**src/rtl/adc_delay_cal.sv**
```systemverilog
`default_nettype none
// ============================================================================
//  Module   : adc_delay_cal
//  Purpose  : Per-lane IDELAY tap sweep against an alternating training
//             pattern; finds the longest passing window per lane and parks
//             the delay element at its center.
//  Revision : 1.0 - initial release
// ============================================================================
module adc_delay_cal #(
    parameter  int WIDTH   = 8,
    parameter  int TAPS    = 32,
    parameter  int SETTLE  = 16,
    parameter  int SAMPLES = 64,
    localparam int c_TAPW  = (TAPS  > 1) ? $clog2(TAPS)  : 1,
    localparam int c_LSW   = (WIDTH > 1) ? $clog2(WIDTH) : 1
) (
    input  logic              clk,
    input  logic              rst_n,
    input  logic              start,
    input  logic [WIDTH-1:0]  data,
    output logic [c_LSW-1:0]  lane_sel,
    output logic              dly_rst,
    output logic              dly_ce,
    output logic [c_TAPW-1:0] tap,
    output logic              busy,
    output logic              done,
    output logic [WIDTH-1:0]  lane_err
);

    localparam int c_CNTMAX = (SETTLE > SAMPLES) ? SETTLE : SAMPLES;
    localparam int c_CNTW   = $clog2(c_CNTMAX + 1);

    localparam logic [c_CNTW-1:0] c_SETTLE_LAST  = c_CNTW'(SETTLE - 1);
    localparam logic [c_CNTW-1:0] c_SAMPLES_LAST = c_CNTW'(SAMPLES - 1);
    localparam logic [c_TAPW-1:0] c_TAP_LAST     = c_TAPW'(TAPS - 1);
    localparam logic [c_LSW-1:0]  c_LANE_LAST    = c_LSW'(WIDTH - 1);

    localparam logic [3:0] c_IDLE     = 4'd0;
    localparam logic [3:0] c_DRST     = 4'd1;
    localparam logic [3:0] c_SETTLE   = 4'd2;
    localparam logic [3:0] c_CHECK    = 4'd3;
    localparam logic [3:0] c_STEP     = 4'd4;
    localparam logic [3:0] c_EVAL     = 4'd5;
    localparam logic [3:0] c_SEEK_RST = 4'd6;
    localparam logic [3:0] c_SEEK     = 4'd7;
    localparam logic [3:0] c_NEXT     = 4'd8;
    localparam logic [3:0] c_DONE     = 4'd9;

    logic [3:0]        r_state;
    logic [c_LSW-1:0]  r_lane_sel;
    logic [c_TAPW-1:0] r_tap;
    logic [c_TAPW-1:0] r_center;
    logic [c_CNTW-1:0] r_cnt;
    logic              r_dly_rst;
    logic              r_dly_ce;
    logic              r_busy;
    logic              r_done;
    logic [WIDTH-1:0]  r_lane_err;
    logic              r_prev;
    logic              r_fail;
    logic [c_TAPW-1:0] r_run_start;
    logic [c_TAPW:0]   r_run_len;
    logic [c_TAPW-1:0] r_best_start;
    logic [c_TAPW:0]   r_best_len;

    logic              w_bit;
    logic              w_fail;
    logic [c_TAPW-1:0] w_run_start;
    logic [c_TAPW:0]   w_run_next;
    logic [c_TAPW-1:0] w_center;
    logic [c_TAPW-1:0] w_tap_inc;

    // A healthy lane toggles every clock, so matching the previous sample is a bit error.
    assign w_bit       = data[r_lane_sel];
    assign w_fail      = r_fail | (w_bit == r_prev);
    assign w_run_start = (r_run_len == '0) ? r_tap : r_run_start;
    assign w_run_next  = r_run_len + (c_TAPW + 1)'(1);
    assign w_center    = r_best_start + r_best_len[c_TAPW:1];
    assign w_tap_inc   = r_tap + c_TAPW'(1);

    always_ff @(posedge clk) begin
        if (!rst_n) begin
            r_state      <= c_IDLE;
            r_lane_sel   <= '0;
            r_tap        <= '0;
            r_center     <= '0;
            r_cnt        <= '0;
            r_dly_rst    <= 1'b0;
            r_dly_ce     <= 1'b0;
            r_busy       <= 1'b0;
            r_done       <= 1'b0;
            r_lane_err   <= '0;
            r_prev       <= 1'b0;
            r_fail       <= 1'b0;
            r_run_start  <= '0;
            r_run_len    <= '0;
            r_best_start <= '0;
            r_best_len   <= '0;
        end else begin
            r_prev    <= w_bit;
            r_dly_rst <= 1'b0;
            r_dly_ce  <= 1'b0;
            case (r_state)
                c_IDLE, c_DONE: begin
                    if (start) begin
                        r_state    <= c_DRST;
                        r_lane_sel <= '0;
                        r_lane_err <= '0;
                        r_done     <= 1'b0;
                        r_busy     <= 1'b1;
                        r_dly_rst  <= 1'b1;
                    end
                end
                c_DRST: begin
                    r_tap        <= '0;
                    r_run_start  <= '0;
                    r_run_len    <= '0;
                    r_best_start <= '0;
                    r_best_len   <= '0;
                    r_cnt        <= '0;
                    r_state      <= c_SETTLE;
                end
                c_SETTLE: begin
                    if (r_cnt == c_SETTLE_LAST) begin
                        r_cnt   <= '0;
                        r_fail  <= 1'b0;
                        r_state <= c_CHECK;
                    end else begin
                        r_cnt <= r_cnt + c_CNTW'(1);
                    end
                end
                c_CHECK: begin
                    r_fail <= w_fail;
                    if (r_cnt == c_SAMPLES_LAST) begin
                        r_cnt <= '0;
                        if (w_fail) begin
                            r_run_len <= '0;
                        end else begin
                            r_run_start <= w_run_start;
                            r_run_len   <= w_run_next;
                            // Strict compare keeps the earliest of equally long windows.
                            if (w_run_next > r_best_len) begin
                                r_best_start <= w_run_start;
                                r_best_len   <= w_run_next;
                            end
                        end
                        if (r_tap != c_TAP_LAST) begin
                            r_state  <= c_STEP;
                            r_dly_ce <= 1'b1;
                        end else begin
                            r_state <= c_EVAL;
                        end
                    end else begin
                        r_cnt <= r_cnt + c_CNTW'(1);
                    end
                end
                c_STEP: begin
                    r_tap   <= w_tap_inc;
                    r_state <= c_SETTLE;
                end
                c_EVAL: begin
                    if (r_best_len == '0) begin
                        r_lane_err[r_lane_sel] <= 1'b1;
                        r_center               <= '0;
                    end else begin
                        r_center <= w_center;
                    end
                    r_dly_rst <= 1'b1;
                    r_state   <= c_SEEK_RST;
                end
                c_SEEK_RST: begin
                    r_tap    <= '0;
                    r_dly_ce <= (r_center != '0);
                    r_state  <= c_SEEK;
                end
                c_SEEK: begin
                    if (r_tap == r_center) begin
                        r_state <= c_NEXT;
                    end else begin
                        r_tap    <= w_tap_inc;
                        r_dly_ce <= (w_tap_inc != r_center);
                    end
                end
                c_NEXT: begin
                    if (r_lane_sel == c_LANE_LAST) begin
                        r_state <= c_DONE;
                        r_done  <= 1'b1;
                        r_busy  <= 1'b0;
                    end else begin
                        r_lane_sel <= r_lane_sel + c_LSW'(1);
                        r_dly_rst  <= 1'b1;
                        r_state    <= c_DRST;
                    end
                end
                default: begin
                    r_state <= c_IDLE;
                    r_busy  <= 1'b0;
                end
            endcase
        end
    end

    assign lane_sel = r_lane_sel;
    assign dly_rst  = r_dly_rst;
    assign dly_ce   = r_dly_ce;
    assign tap      = r_tap;
    assign busy     = r_busy;
    assign done     = r_done;
    assign lane_err = r_lane_err;

endmodule
`default_nettype wire
```
**config.mk**
```make
export PLATFORM = sky130hd
export DESIGN_NAME = adc_delay_cal
export DESIGN_NICKNAME = d
export VERILOG_FILES = /design/src/rtl/adc_delay_cal.sv
export SDC_FILE = /design/constraint.sdc
export NUM_CORES = 1
export LEC_CHECK = 0
export ABC_AREA = 0
export CAP_MARGIN = 20
export CORE_MARGIN = 8
export CORE_UTILIZATION = 45
export DETAILED_ROUTE_END_ITERATION = 12
export SLEW_MARGIN = 20
export SYNTH_ARGS = -nofsm -noshare
export SYNTH_HDL_FRONTEND = slang
export SYNTH_SLANG_ARGS = --single-unit
```
**constraint.sdc**
```tcl
create_clock -name clk -period 4 [get_ports clk]
set_input_delay 0.6 -clock clk [delete_from_list [all_inputs] [get_ports clk]]
set_output_delay 0.6 -clock clk [all_outputs]
set_load 0.05 [all_outputs]
```
==> flow_summary_export.csv, run 1 <==
group,metric,value,unit
yosys,async_reset_ff_frac,0,
clock_network,post_cts_resized,0,
floorplanning,initial_core_util,0.456,
yosys,synthFlopType,"dfxtp_1",
route,route.detailed.drc,0,
yosys,synthesis.area,3470,µm²
yosys,ys_seq_area_frac,0.346,
grt,grt_pass1_vias,2955,
clock_network,clkLatencyLatePin,340,ps
critical_path,timing.rr.start,"r_run_len[0]",
critical_path,crit_type,"reg -> reg",
sta,clock_skew,11.1,ps
floorplanning,core.rowCount,32,
critical_path,crit_chain,"ha_1 > nand3_1 > xor2_1 > inv_1 > ha_1 > a211oi_1 > nor2_1 > o32a_1 > o2111ai_2 > o22ai_1",
clock_network,cts_sinks,60,
sta,worst_slew_pin_slew,952,ps
yosys,ys_ff_latch,60,
floorplanning,die_y,104,µm
critical_path,cp_max_fo,11,
sta,slew-limit-headroom,0.364,
route,firstDrtPassIters,4,
critical_path,crit_path_start,"r_run_len[0]",
critical_path,end_kind,"flop",
grt,track_usage,0.159,
floorplanning,die_w,104,µm
critical_path,critPathRequiredTime,4180,ps
sta,period_minus_slack,2950,ps
sta,slew_viol_final,0,
sta,period_share,0.737,
placement,portBuffers,30,
yosys,post_synth.cell_area_avg,8.72,µm²
critical_path,cpPeakStageDelay,600,ps
sta,hold_viol,0,
critical_path,crit_buf_inv,1,
run_status,outcome,"finished clean",
finish,syn_to_final_growth,17.3,%
route,via_per_inst,5.53,
run,drv_cap,0,
pwr,p_total,1820,µW
clock_network,htreeDepth,3,
critical_path,slowest_stage,"o2111ai_2",
pwr,leakage,0.00160,µW
route,drtIter0Drc,122,
grt,antenna_found_initial,0,
min_path,hp-start,"lane_err[7]",
critical_path,start_kind,"flop",
clock_network,cts_tree,"yes",
placement,place.gp.congestion,0.805,
critical_path,worstPathArrival,3130,ps
critical_path,path_delay_family,"compound AO/OA/AOI/OAI gates",
yosys,synthCells,398,
floorplanning,io_pins,31,
route,vias,2944,
grt,grt_max_degree,26,
clock_network,clk_path_buf_depth,2,
sta,fmax,339,MHz
route,wirelength,8280,µm
yosys,synth_edf_count,0,
critical_path,cpMostUsedCell,"ha_1",
route,ant_nets,0,
clock_network,post_cts_buffers,0,
placement,hpwl,5990,µm
finish,fin_nets,454,
floorplanning,die_area,10800,µm²
sta,fin_setup_tns,0,ps
pwr,power_density,446,nW/µm²
pwr,ir_drop,0.243,mV
yosys,syn_nets,427,
clock_network,numCtsBuffers,9,
yosys,synth_cell_types,67,
grt,overflow,0,
route,wl_per_cell,15.6,µm
sta,finalSetupViolCount,0,
clock_network,clk_pin_slew_worst_paths,70,ps
yosys,yosys_warnings,0,
finish,diodes,0,
sta,grt_setup_unrepaired,"false",
floorplanning,coreArea,7610,µm²
clock_network,hold_buffers,0,
clock_network,cts-root-buf,"clkbuf_8",
grt,grt_pass1_wl,14200,µm
finish,drive_gt1_frac,0.100,
min_path,min_path_type,"reg -> reg",
## sequential cells by signal, summed over array words and instances (netlist names), 3 cells and up
name,flops
lane_sel,3
r_cnt,7
r_best_start,5
r_run_start,5
r_state,4
r_center,5
r_best_len,6
lane_err,8
tap,5
r_run_len,6
## power by group
part	internal, µW	total (µW)	switching (µW)
logic	177	459	282
registers	628	715	87.1
clock network	402	644	242
## cells by family (layout without fill, tap and decap cells)
group | count (synthesis) | after routing | share of synthesized area
simple gates | 139 | 139 | 0.203
compound gates | 106 | 106 | 0.228
flops | 60 | 60 | 0.346
buf+inv | 40 | 72 | 0.0494
xor+xnor | 19 | 19 | 0.0479
fa+ha+maj | 18 | 18 | 0.0670
mux | 16 | 16 | 0.0584
## cell type report
type / count / area (µm²)
fill: 730 / 3530
multi-input combinational: 298 / 2100
sequential: 60 / 1200
timing repair buffer: 33 / 323
clock buffer: 13 / 169
tap: 102 / 128
inverter: 23 / 86.3
clock inverter: 3 / 67.6
## Yosys cell counts, drive strengths merged (6+ instances only)
cell    number  share of area
a21oi       21          0.030
ha          17          0.061
inv         22          0.024
a31oi       11          0.020
and2        10          0.018
dfxtp       60           0.35
xnor2        6          0.015
clkbuf      11          0.012
nor2        35          0.038
nor3        11          0.016
nand2b       7          0.013
mux2i       13          0.041
buf          6          0.012
o21ai       19          0.027
nand2       26          0.028
xor2        13          0.033
nand3       18          0.026
o22ai       11          0.038
## layer usage
layer | GRT usage | part of all wire
met4 | 0.0620 | 0.013
met1 | 0.198 | 0.48
met3 | 0.0372 | 0.038
met2 | 0.259 | 0.47
met5 | 0 | 0
## metrics by stage
| step | hold slack, ps | worst slack, ps | area [µm²] | instances | util |
|---|---|---|---|---|---|
| 2_1_floorplan | 449 | 1520 | 3470 | 398 | - |
| 3_3_place_gp | 451 | 1060 | 3840 | 516 | 0.504 |
| 3_5_place_dp | 453 | 1010 | 3840 | 516 | 0.504 |
| 4_1_cts | 479 | 1030 | 4070 | 532 | 0.536 |
| 5_1_grt | 511 | 796 | 4070 | 532 | 0.536 |
| 6_report | 474 | 1050 | 4070 | 532 | 0.536 |
## path summary, 6_finish.rpt
check                     to  slack, ps  cells past startpoint
max          r_best_start[1]       1050                     10
min              lane_err[7]        470                      2
max reg2reg  r_best_start[1]       1050                     10
min reg2reg      lane_err[7]        470                      2
## worst register-to-register path, delay by kind of cell, from the launching register on
kind / cells / cell delay, ps
AND/OR/NAND/NOR: 2 / 190
buffers and inverters: 1 / 80
XOR/XNOR: 1 / 270
adder cells (fa/ha/maj): 2 / 430
flip-flops: 1 / 460
AO/OA/AOI/OAI: 4 / 1360
## cells in the final DEF, fill, tap and decap left out, types with 4 or more instances in the layout
master | Yosys | layout
dfxtp_1 | 60 | 60
nor2_1 | 35 | 35
clkdlybuf4s50_1 | 0 | 30
nand2_1 | 26 | 26
inv_1 | 22 | 22
a21oi_1 | 21 | 21
nand3_1 | 18 | 18
o21ai_0 | 18 | 18
ha_1 | 17 | 17
xor2_1 | 13 | 13
mux2i_1 | 12 | 12
clkbuf_8 | 0 | 12
nor3_1 | 11 | 11
a31oi_1 | 11 | 11
o22ai_2 | 10 | 10
and2_1 | 9 | 9
nand2b_1 | 7 | 7
xnor2_1 | 6 | 6
nor2b_1 | 5 | 5
nor4_1 | 5 | 5
a22o_1 | 5 | 5
and3_1 | 4 | 4
or2_2 | 4 | 4
Power figures use the tool's default switching activity.
==> run 2: changes to the inputs <==
==> constraint.sdc (replaced) <==
create_clock -name clk -period 2.76 [get_ports clk]
set_input_delay 0.414 -clock clk [delete_from_list [all_inputs] [get_ports clk]]
set_output_delay 0.414 -clock clk [all_outputs]
set_load 0.05 [all_outputs]
==> flow_summary_export.csv, run 2 (synthesis results as in run 1) <==
group,metric,value,unit
run_status,outcome,"finished clean",
grt,overflow,0,
pwr,power_density,654,nW/µm²
route,via_per_inst,5.53,
clock_network,post_cts_buffers,0,
route,wirelength,8480,µm
sta,fmax,389,MHz
pwr,leakage,0.00166,µW
critical_path,critPathRequiredTime,2980,ps
placement,portBuffers,30,
pwr,ir_drop,0.290,mV
route,drtIter0Drc,116,
floorplanning,die_w,104,µm
clock_network,clkLatencyLatePin,340,ps
floorplanning,die_area,10800,µm²
sta,period_minus_slack,2570,ps
clock_network,clk_pin_slew_worst_paths,70,ps
pwr,pwr-share-seq,0.368,
floorplanning,coreArea,7610,µm²
critical_path,end_kind,"flop",
placement,hpwl,6210,µm
floorplanning,die_y,104,µm
pwr,p_int,1810,µW
clock_network,cts_sinks,60,
finish,largest_register_ffs,8,
clock_network,numCtsBuffers,9,
pwr,pwr-share-clk,0.357,
critical_path,timing.rr.start,"r_run_len[1]",
sta,slew_viol_final,0,
sta,fin_setup_tns,0,ps
placement,place.gp.congestion,0.795,
grt,antenna_found_initial,0,
grt,grt_pass1_vias,3014,
route,route.detailed.drc,0,
critical_path,crit_type,"reg -> reg",
clock_network,cts-root-buf,"clkbuf_8",
sta,clock_skew,7.93,ps
finish,syn_to_final_growth,19.7,%
sta,hold_viol,0,
pwr,comb_power_share,0.276,
min_path,hp-start,"lane_err[4]",
critical_path,start_kind,"flop",
floorplanning,initial_core_util,0.456,
sta,worst_slew_pin_slew,755,ps
min_path,min_path_type,"reg -> reg",
sta,slew-limit-headroom,0.496,
floorplanning,io_pins,31,
critical_path,crit_path_start,"r_run_len[1]",
grt,grt_max_degree,24,
clock_network,cts_tree,"yes",
sta,period_share,0.932,
finish,mostFrequentLayoutCell,"dfxtp_1",
sta,grt_setup_unrepaired,"false",
finish,diodes,0,
route,ant_nets,0,
finish,fillers,712,
critical_path,worstPathArrival,2790,ps
clock_network,clk_path_buf_depth,2,
sta,finalSetupViolCount,0,
route,vias,2999,
clock_network,post_cts_resized,0,
run,drv_cap,0,
finish,fin_nets,465,
finish,layout_common_cells,"60 x dfxtp_1, 35 x nor2_1, 30 x clkdlybuf4s50_1, 26 x nand2_1, 22 x inv_1",
grt,grt_pass1_wl,14500,µm
route,firstDrtPassIters,4,
pwr,p_total,2720,µW
critical_path,cp_max_fo,11,
pwr,p_switching,905,µW
clock_network,htreeDepth,3,
floorplanning,core.rowCount,32,
grt,track_usage,0.160,
clock_network,hold_buffers,0,
finish,drive_gt1_frac,0.123,
route,wl_per_cell,15.6,µm
pwr,p_sw_frac,0.333,
-- run 2: power by group through the flow --
stage / Combinational (µW) / Clock (µW) / Sequential, µW
after floorplan: 508 / 0 / 1040
after global placement: 742 / 0 / 1010
after detailed placement: 747 / 0 / 1020
after CTS: 752 / 986 / 998
after global routing: 835 / 1030 / 1010
final: 749 / 969 / 999
-- run 2: final cells by class --
class,count,area (µm²),area share
Tap cell,102,128,0.0307
Timing Repair Buffer,44,405,0.0975
Sequential cell,60,1200,0.289
Inverter,23,86.3,0.0208
Multi-Input combinational cell,298,2100,0.505
Clock inverter,5,100,0.0241
Clock buffer,10,138,0.0331
-- run 2: final timing paths --
path	end	slack, ps	cells past startpoint
worst max-delay path	r_best_start[1]	190	11
worst min register to register	lane_err[4]	470	2
worst max register to register	r_best_start[1]	190	11
worst min-delay path	lane_err[4]	470	2
-- run 2: per-layer routing --
| layer | GRT usage | vias to the layer above | routed length (µm) |
|---|---|---|---|
| li1 | - | 1527 | - |
| met1 | 0.198 | 1417 | 4100 |
| met2 | 0.259 | 45 | 3900 |
| met3 | 0.0458 | 10 | 377 |
| met4 | 0.0569 | 0 | 101 |
| met5 | 0 | - | 0 |
-- run 2: metrics by stage --
stage	cell area (µm²)	util	cells	hold slack [ps]	setup WS [ps]
after floorplan	3470	-	398	449	283
after global placement	3920	0.515	527	453	253
after detailed placement	3920	0.515	527	461	164
after CTS	4160	0.547	542	477	211
after global routing	4160	0.547	542	500	54.5
final	4160	0.547	542	472	187
-- run 2: worst max-delay path, cell delays in order, from the launching register on --
cell	delay (ps)
dfxtp_1	350
ha_1	220
nor2b_1	150
nor2_1	230
inv_1	80
ha_1	190
a211oi_1	260
nor2_1	110
o32a_1	360
o2111ai_2	160
buf_4	230
o22ai_1	110
